## src/rtl/cs_select_pipe_if.sv

```systemverilog
// Stream bus between the nibble adder cells, the carry-select resolver and its consumer.
// master = upstream/downstream environment, slave = cs_select_pipe.
interface cs_select_pipe_if #(
    parameter int WIDTH       = 32,
    parameter int NIBBLE_SIZE = 4
);
    localparam int NUM_NIBBLES = WIDTH / NIBBLE_SIZE;

    logic                   valid_i;
    logic                   ready_o;
    logic                   cin_i;
    logic [WIDTH-1:0]       h0_sum_i;
    logic [WIDTH-1:0]       h1_sum_i;
    logic [NUM_NIBBLES-1:0] h0_carry_i;
    logic [NUM_NIBBLES-1:0] h1_carry_i;
    logic                   valid_o;
    logic                   ready_i;
    logic [WIDTH-1:0]       sum_o;
    logic                   cout_o;

    modport master (
        output valid_i, cin_i, h0_sum_i, h1_sum_i, h0_carry_i, h1_carry_i, ready_i,
        input  ready_o, valid_o, sum_o, cout_o
    );

    modport slave (
        input  valid_i, cin_i, h0_sum_i, h1_sum_i, h0_carry_i, h1_carry_i, ready_i,
        output ready_o, valid_o, sum_o, cout_o
    );
endinterface

```

## src/rtl/cs_select_pipe.sv

```systemverilog
// Two-stage carry-select resolver: S1 resolves the lower half, S2 the upper half and carry-out.
// Optional macro CS_SELECT_SKID_EN adds a one-entry skid buffer so ready_o comes from a flop.
module cs_select_pipe #(
    parameter int WIDTH       = 32,
    parameter int NIBBLE_SIZE = 4
) (
    input  logic              clk_i,
    input  logic              rst_i,
    cs_select_pipe_if.slave   bus
);
    localparam int NUM_NIBBLES = WIDTH / NIBBLE_SIZE;
    localparam int HALF_N      = NUM_NIBBLES / 2;
    localparam int HALF_W      = WIDTH / 2;

    generate
        if (WIDTH % (2 * NIBBLE_SIZE) != 0) begin : g_bad_width
            $error("cs_select_pipe: WIDTH must be a multiple of 2*NIBBLE_SIZE");
        end
    endgenerate

    logic                   s1_en;
    logic                   s2_en;
    logic                   in_xfer;
    logic                   src_valid;
    logic                   src_cin;
    logic [WIDTH-1:0]       src_h0;
    logic [WIDTH-1:0]       src_h1;
    logic [NUM_NIBBLES-1:0] src_h0c;
    logic [NUM_NIBBLES-1:0] src_h1c;

    logic                   s1_valid_reg;
    logic [HALF_W-1:0]      s1_sum_lo_reg;
    logic                   s1_mid_c_reg;
    logic [HALF_W-1:0]      s1_h0_hi_reg;
    logic [HALF_W-1:0]      s1_h1_hi_reg;
    logic [HALF_N-1:0]      s1_h0c_hi_reg;
    logic [HALF_N-1:0]      s1_h1c_hi_reg;

    logic                   valid_o_reg;
    logic [WIDTH-1:0]       sum_o_reg;
    logic                   cout_o_reg;

    assign s2_en   = ~valid_o_reg | bus.ready_i;
    assign s1_en   = ~s1_valid_reg | s2_en;
    assign in_xfer = bus.valid_i & bus.ready_o;

`ifdef CS_SELECT_SKID_EN
    logic                   skid_valid_reg;
    logic                   skid_cin_reg;
    logic [WIDTH-1:0]       skid_h0_reg;
    logic [WIDTH-1:0]       skid_h1_reg;
    logic [NUM_NIBBLES-1:0] skid_h0c_reg;
    logic [NUM_NIBBLES-1:0] skid_h1c_reg;

    assign bus.ready_o = ~skid_valid_reg;
    // A parked entry always goes to S1 ahead of the live input (which is blocked meanwhile).
    assign src_valid   = skid_valid_reg | bus.valid_i;
    assign src_cin     = skid_valid_reg ? skid_cin_reg : bus.cin_i;
    assign src_h0      = skid_valid_reg ? skid_h0_reg  : bus.h0_sum_i;
    assign src_h1      = skid_valid_reg ? skid_h1_reg  : bus.h1_sum_i;
    assign src_h0c     = skid_valid_reg ? skid_h0c_reg : bus.h0_carry_i;
    assign src_h1c     = skid_valid_reg ? skid_h1c_reg : bus.h1_carry_i;

    always_ff @(posedge clk_i) begin
        if (rst_i) begin
            skid_valid_reg <= 1'b0;
        end else if (skid_valid_reg) begin
            if (s1_en) begin
                skid_valid_reg <= 1'b0;
            end
        end else if (in_xfer && !s1_en) begin
            skid_valid_reg <= 1'b1;
        end
    end

    always_ff @(posedge clk_i) begin
        if (!skid_valid_reg && in_xfer && !s1_en) begin
            skid_cin_reg <= bus.cin_i;
            skid_h0_reg  <= bus.h0_sum_i;
            skid_h1_reg  <= bus.h1_sum_i;
            skid_h0c_reg <= bus.h0_carry_i;
            skid_h1c_reg <= bus.h1_carry_i;
        end
    end
`else
    assign bus.ready_o = s1_en;
    assign src_valid   = bus.valid_i;
    assign src_cin     = bus.cin_i;
    assign src_h0      = bus.h0_sum_i;
    assign src_h1      = bus.h1_sum_i;
    assign src_h0c     = bus.h0_carry_i;
    assign src_h1c     = bus.h1_carry_i;
`endif

    // Carry into each nibble; index HALF_N is the carry out of the half.
    logic [HALF_N:0]   lo_c;
    logic [HALF_N:0]   hi_c;
    logic [HALF_W-1:0] lo_sum;
    logic [HALF_W-1:0] hi_sum;

    always_comb begin
        lo_c    = '0;
        lo_c[0] = src_cin;
        for (int k = 0; k < HALF_N; k++) begin
            lo_c[k+1] = lo_c[k] ? src_h1c[k] : src_h0c[k];
        end
    end

    always_comb begin
        hi_c    = '0;
        hi_c[0] = s1_mid_c_reg;
        for (int k = 0; k < HALF_N; k++) begin
            hi_c[k+1] = hi_c[k] ? s1_h1c_hi_reg[k] : s1_h0c_hi_reg[k];
        end
    end

    genvar gi;
    generate
        for (gi = 0; gi < HALF_N; gi++) begin : g_nibble
            assign lo_sum[gi*NIBBLE_SIZE +: NIBBLE_SIZE] = lo_c[gi]
                ? src_h1[gi*NIBBLE_SIZE +: NIBBLE_SIZE]
                : src_h0[gi*NIBBLE_SIZE +: NIBBLE_SIZE];
            assign hi_sum[gi*NIBBLE_SIZE +: NIBBLE_SIZE] = hi_c[gi]
                ? s1_h1_hi_reg[gi*NIBBLE_SIZE +: NIBBLE_SIZE]
                : s1_h0_hi_reg[gi*NIBBLE_SIZE +: NIBBLE_SIZE];
        end
    endgenerate

    always_ff @(posedge clk_i) begin
        if (rst_i) begin
            s1_valid_reg <= 1'b0;
            valid_o_reg  <= 1'b0;
            sum_o_reg    <= '0;
            cout_o_reg   <= 1'b0;
        end else begin
            if (s2_en) begin
                valid_o_reg <= s1_valid_reg;
                if (s1_valid_reg) begin
                    sum_o_reg  <= {hi_sum, s1_sum_lo_reg};
                    cout_o_reg <= hi_c[HALF_N];
                end
            end
            if (s1_en) begin
                s1_valid_reg <= src_valid;
            end
        end
    end

    // S1 payload needs no reset: it is only consumed behind s1_valid_reg.
    always_ff @(posedge clk_i) begin
        if (s1_en && src_valid) begin
            s1_sum_lo_reg <= lo_sum;
            s1_mid_c_reg  <= lo_c[HALF_N];
            s1_h0_hi_reg  <= src_h0[WIDTH-1:HALF_W];
            s1_h1_hi_reg  <= src_h1[WIDTH-1:HALF_W];
            s1_h0c_hi_reg <= src_h0c[NUM_NIBBLES-1:HALF_N];
            s1_h1c_hi_reg <= src_h1c[NUM_NIBBLES-1:HALF_N];
        end
    end

    assign bus.valid_o = valid_o_reg;
    assign bus.sum_o   = sum_o_reg;
    assign bus.cout_o  = cout_o_reg;
endmodule

```

## src/flat_wrapper.sv

```systemverilog
// flat-port wrapper written by rule: the top's interface ports become plain ports
module cs_select_pipe_flat 
#(
    parameter int WIDTH       = 32,
    parameter int NIBBLE_SIZE = 4
)
  (clk_i, rst_i, bus_valid_i, bus_cin_i, bus_h0_sum_i, bus_h1_sum_i, bus_h0_carry_i, bus_h1_carry_i, bus_ready_i, bus_ready_o, bus_valid_o, bus_sum_o, bus_cout_o);
  cs_select_pipe_if #(.WIDTH(WIDTH), .NIBBLE_SIZE(NIBBLE_SIZE)) bus_i ();
  input  logic clk_i;
  input  logic rst_i;
  input wire logic [$bits(bus_i.valid_i)-1:0] bus_valid_i;
  input wire logic [$bits(bus_i.cin_i)-1:0] bus_cin_i;
  input wire logic [$bits(bus_i.h0_sum_i)-1:0] bus_h0_sum_i;
  input wire logic [$bits(bus_i.h1_sum_i)-1:0] bus_h1_sum_i;
  input wire logic [$bits(bus_i.h0_carry_i)-1:0] bus_h0_carry_i;
  input wire logic [$bits(bus_i.h1_carry_i)-1:0] bus_h1_carry_i;
  input wire logic [$bits(bus_i.ready_i)-1:0] bus_ready_i;
  output wire logic [$bits(bus_i.ready_o)-1:0] bus_ready_o;
  output wire logic [$bits(bus_i.valid_o)-1:0] bus_valid_o;
  output wire logic [$bits(bus_i.sum_o)-1:0] bus_sum_o;
  output wire logic [$bits(bus_i.cout_o)-1:0] bus_cout_o;
  assign bus_i.valid_i = bus_valid_i;
  assign bus_i.cin_i = bus_cin_i;
  assign bus_i.h0_sum_i = bus_h0_sum_i;
  assign bus_i.h1_sum_i = bus_h1_sum_i;
  assign bus_i.h0_carry_i = bus_h0_carry_i;
  assign bus_i.h1_carry_i = bus_h1_carry_i;
  assign bus_i.ready_i = bus_ready_i;
  assign bus_ready_o = bus_i.ready_o;
  assign bus_valid_o = bus_i.valid_o;
  assign bus_sum_o = bus_i.sum_o;
  assign bus_cout_o = bus_i.cout_o;
  cs_select_pipe #(.WIDTH(WIDTH), .NIBBLE_SIZE(NIBBLE_SIZE)) u_core (.clk_i(clk_i), .rst_i(rst_i), .bus(bus_i));
endmodule
```

## config.mk

```make
export PLATFORM = sky130hd
export DESIGN_NAME = cs_select_pipe_flat
export DESIGN_NICKNAME = d
export VERILOG_FILES = /design/src/rtl/cs_select_pipe_if.sv /design/src/rtl/cs_select_pipe.sv /design/src/flat_wrapper.sv
export SDC_FILE = /design/constraint.sdc
export NUM_CORES = 1
export LEC_CHECK = 0
export CORE_MARGIN = 5
export CORE_UTILIZATION = 25
export CTS_CLUSTER_DIAMETER = 200
export DETAILED_ROUTE_END_ITERATION = 8
export PLACE_DENSITY = 0.58
export SYNTH_ARGS = -nofsm -noshare
export SYNTH_HDL_FRONTEND = slang
export SYNTH_SLANG_ARGS = --single-unit
```

## constraint.sdc

```tcl
create_clock -name clk_i -period 2.7 [get_ports clk_i]
set_clock_uncertainty 0.15 [all_clocks]
set_input_delay 0.54 -clock clk_i [delete_from_list [all_inputs] [get_ports clk_i]]
set_output_delay 0.54 -clock clk_i [all_outputs]
set_load 0.05 [all_outputs]
```

After elaboration in Yosys (flattened, before gate mapping)

Cells that the tools add are included.

Bits in registers: 92
Input bits: 85
Output and inout bits: 35
Logic and storage cells: 32

Multiplexer cells: 16
Bitwise logic cells: 4
Reductions and logical operators: 2

Operators with widths:

| cell                | number |
|---|---|
| 4-bit 2-to-1 mux    | 8 |
| 1-bit 2-to-1 mux    | 8 |
| 1-bit NOT           | 2 |
| 1-bit bitwise OR    | 2 |
| 2-bit AND reduction | 1 |
| 1-bit logical AND   | 1 |

Depth between registers and ports, before layout

Depth after elaboration: 4
Mapped depth: 6
Gate-level depth less buffers: 4

Worst setup path before layout

OpenSTA, ideal clock, no wires.

Kind: reg2reg
Start point: reg u_core.valid_o_reg, in the netlist u_core.bus.valid_o
End point: reg u_core.s1_h0_hi_reg[0], enable pin
Setup time: 0.421 ns
Arrival: 2.509 ns
Required time: 2.129 ns
Slack: -0.380 ns
Cell stages (with the launch flop): 4
Buffers on the path: 0
Clock period less this slack: 3.080 ns
Cell sequence: dfxtp_1 nor2b_1 nand2_1 and2_1

Longest elaborated chain between the ends: 4

Ends and longest elaborated chain:

| element                | RTL line              | RTL |
|---|---|---|
| start, declared        | cs_select_pipe.sv:39  | `logic valid_o_reg;` |
| start signal, assigned | cs_select_pipe.sv:137 | `valid_o_reg <= s1_valid_reg;` |
| 1-bit NOT              | cs_select_pipe.sv:43  | `assign s2_en = ~valid_o_reg \| bus.ready_i;` |
| 1-bit bitwise OR       | cs_select_pipe.sv:43  |  |
| 1-bit bitwise OR       | cs_select_pipe.sv:44  | `assign s1_en = ~s1_valid_reg \| s2_en;` |
| via bus_ready_o        | flat_wrapper.sv:18    | `output wire logic [$bits(bus_i.ready_o)-1:0] bus_ready_o;` |
| 1-bit logical AND      | cs_select_pipe.sv:151 | `if (s1_en && src_valid) begin` |
| end signal, assigned   | cs_select_pipe.sv:154 | `s1_h0_hi_reg <= src_h0[WIDTH-1:HALF_W];` |
| end, declared          | cs_select_pipe.sv:34  | `logic [HALF_W-1:0] s1_h0_hi_reg;` |

The timed path passes the listed nets, and every way through them passes these cells.
A chain may end at the register's enable or synchronous reset.

Worst setup path after layout

Start point: in bus_cin_i
End point: reg u_core.s1_sum_lo_reg[14] (data pin)

Longest elaborated chain between the ends: 4

Ends and longest elaborated chain:

| element                        | RTL line              | RTL |
|---|---|---|
| start, declared                | flat_wrapper.sv:12    | `input wire logic [$bits(bus_i.cin_i)-1:0] bus_cin_i;` |
| 1-bit 2-to-1 mux (3 in series) | cs_select_pipe.sv:105 | `lo_c[k+1] = lo_c[k] ? src_h1c[k] : src_h0c[k];` |
| 4-bit 2-to-1 mux               | cs_select_pipe.sv:121 | `? src_h1[gi*NIBBLE_SIZE +: NIBBLE_SIZE]` |
| via u_core.lo_sum[14]          | cs_select_pipe.sv:98  | `logic [HALF_W-1:0] lo_sum;` |
| end signal, assigned           | cs_select_pipe.sv:152 | `s1_sum_lo_reg <= lo_sum;` |
| end, declared                  | cs_select_pipe.sv:32  | `logic [HALF_W-1:0] s1_sum_lo_reg;` |

The timed path passes the listed nets, and every way through them passes these cells.

==> impl_metrics.tcl <==
set metrics [dict create \
    outcome "completed" \
    place_ws_ns -0.165 \
    path_max_fanout 5 \
    cts.path.max_buffers 2 \
    diodes 0 \
    cts.sinks 92 \
    slew_headroom_pct 50.2 \
    seqPwrFrac_pct 47.5 \
    critPathKind "primary input to flip-flop" \
    ys_ff_latch 92 \
    p_leak_nw 1.83 \
    peakVddDrop_mv 0.232 \
    internal_power_mw 2.64 \
    period_minus_slack_ns 2.49 \
    slew_violations 0 \
    ios 120 \
    num_vias 2244 \
    start_util_pct 25.5 \
    synth_cell_types 16 \
    reg2reg_from "u_core.s1_mid_c_reg" \
    fmax_mhz 401 \
    start_kind "primary input" \
    holdWs_ns 0.304 \
    place_congestion 0.737 \
    netlist_instances 238 \
    crit_path_start "bus_cin_i" \
    drc 0 \
    fp.coreArea_um2 13200 \
    netlist_area_um2 3380 \
    cts_setup_buffers 0 \
    p_comb_share_pct 14.7 \
    viasPerCell 4.09 \
    critPathCaptureType "flip-flop" \
    final-setup-viol-count 0 \
    grt_max_degree 42 \
    cts_root_buf "clkbuf_16" \
    cts.htree.levels 3 \
    dieArea_um2 15900 \
    power_switching_mw 0.779 \
    antenna_found_initial 0 \
    nFillCells 1328 \
    mostFrequentLayoutCell "clkdlybuf4s50_1" \
    fin_crit_sh_pct 92.3 \
    layout_setup_ws_ns 0.209 \
    cts_hold_buf 0 \
    layout_common_cells "clkdlybuf4s50_1, edfxtp_1, dfxtp_1" \
    r2r_cells 5 \
    grt_pass1_wl_um 12600 \
    required_ns 2.64 \
    pwr-share-clk_pct 37.8 \
    finalCoreUtilization_pct 38.9 \
    power.density_nw_per_um2 663 \
    avgSynthCellArea_um2 14.2 \
    drt-total-wl_um 7670 \
    drt-wirelength-per-cell_um 14.0 \
    dp.final_hpwl_um 5670 \
    cp_data_arrival_time_ns 2.43 \
    reg2reg_to "u_core.bus.sum_o[30]" \
    path_clk_slew_ns 0.06 \
    holdCritPathClass "flip-flop to flip-flop" \
    firstDrtPassIters 4 \
    clk_latency_ns 0.34 \
    largest_reg_flops 32 \
    track_usage_pct 10.3 \
    grt_pass1_vias 2460 \
    ys_seq_area_share_pct 71.4 \
    die_w_um 126 \
    port_buffers 119 \
    rrSetupSlack_ns 0.71 \
    synth_warnings 0 \
    drive_above_1_share_pct 13.7 \
    drt-initial-drc-count 83 \
    syn_nets 323 \
    gr-total-overflow 0 \
    crit_path_end "u_core.s1_sum_lo_reg[14]" \
    dieHeight_um 126 \
    numCtsBuffers 9 \
    rows 42 \
    swShare_pct 22.8 \
    area_delta_synth_final_pct 52.6 \
    num-nets-final 452 \
    cts_tree "yes" \
    rsz0062_at_grt "false" \
    cap_violations 0 \
    worstMarginPinSlew_ns 0.748 \
    cts_resized 0 \
    ant_nets 0 \
    report.final.hold_viol_count 0 \
]
power groups by stage:
| stage | registers, mW | logic (mW) | clock network, mW |
|---|---|---|---|
| 6_report | 1.62 | 0.503 | 1.29 |
| 5_1_grt | 1.63 | 0.541 | 1.41 |
| 4_1_cts | 1.63 | 0.512 | 1.35 |
| 3_5_place_dp | 1.66 | 0.510 | 0 |
| 3_3_place_gp | 1.65 | 0.504 | 0 |
| 2_1_floorplan | 1.76 | 0.155 | 0 |
how the worst min path moves through the flow:
stage                                  startpoint             endpoint  slack (ns)  depth (start not counted)
after CTS                     u_core.bus.sum_o[2]  u_core.bus.sum_o[2]        0.31                          2
after global placement        u_core.bus.sum_o[7]  u_core.bus.sum_o[7]        0.29                          2
after floorplan           u_core.s1_sum_lo_reg[0]  u_core.bus.sum_o[0]        0.32                          2
after global routing          u_core.bus.sum_o[0]  u_core.bus.sum_o[0]        0.33                          2
final                         u_core.bus.sum_o[1]  u_core.bus.sum_o[1]        0.30                          2
after detailed placement      u_core.bus.sum_o[2]  u_core.bus.sum_o[2]        0.30                          2
critical path, cell delays in order:
cell	delay [ns]
clkdlybuf4s50_1	0.54
mux2i_4	0.31
mux2i_4	0.32
mux2i_2	0.22
buf_4	0.16
mux2_2	0.34
Yosys cell counts, drive strengths merged:
cell type / instances / area [µm²]
a211oi: 17 / 128
nand2: 33 / 124
edfxtp: 57 / 1710
and2: 1 / 6.26
buf: 1 / 7.51
a21oi: 17 / 85.1
mux2: 17 / 191
mux2i: 25 / 287
nand2b: 1 / 6.26
clkbuf: 12 / 45.0
dfxtp: 35 / 701
nor2: 20 / 75.1
nor2b: 2 / 12.5
metal layers:
metal / wire length, µm / share of wire [%] / track usage [%] / up-vias
met5: 0 / 0 / 0 / -
met4: 199 / 2.6 / 5.49 / 0
met3: 456 / 5.9 / 3.30 / 13
met2: 3770 / 49 / 17.2 / 73
met1: 3240 / 42 / 11.6 / 1032
li1: - / - / - / 1126
stage by stage:
step | cell area, µm² | setup TNS (ns) | power (mW) | std cells
2_1_floorplan | 3380 | 0 | 1.91 | 238
6_report | 5160 | 0 | 3.42 | 548
3_5_place_dp | 4840 | -0.783 | 2.17 | 532
3_3_place_gp | 4840 | -0.640 | 2.16 | 532
4_1_cts | 5160 | 0 | 3.49 | 548
5_1_grt | 5160 | 0 | 3.58 | 548
logic make-up (layout without fill, tap and decap cells):
family / after synthesis / after routing / share of synthesized area [%]
DFF: 92 / 92 / 71.4
buffers and inverters: 13 / 147 / 1.55
AOI/OAI and AO/OA: 34 / 34 / 6.29
and+or+nand+nor: 57 / 57 / 6.63
muxes: 42 / 42 / 14.1
final cells by class:
type                            instances  area [µm²]  share of cell area [%]
Sequential cell                        92        2410                    46.8
Timing Repair Buffer                  131        1290                    24.9
Multi-Input combinational cell        133         923                    17.9
Clock buffer                           13         272                    5.27
Tap cell                              176         220                    4.27
Clock inverter                          3        42.5                   0.825
Power figures use the tool's default switching activity.
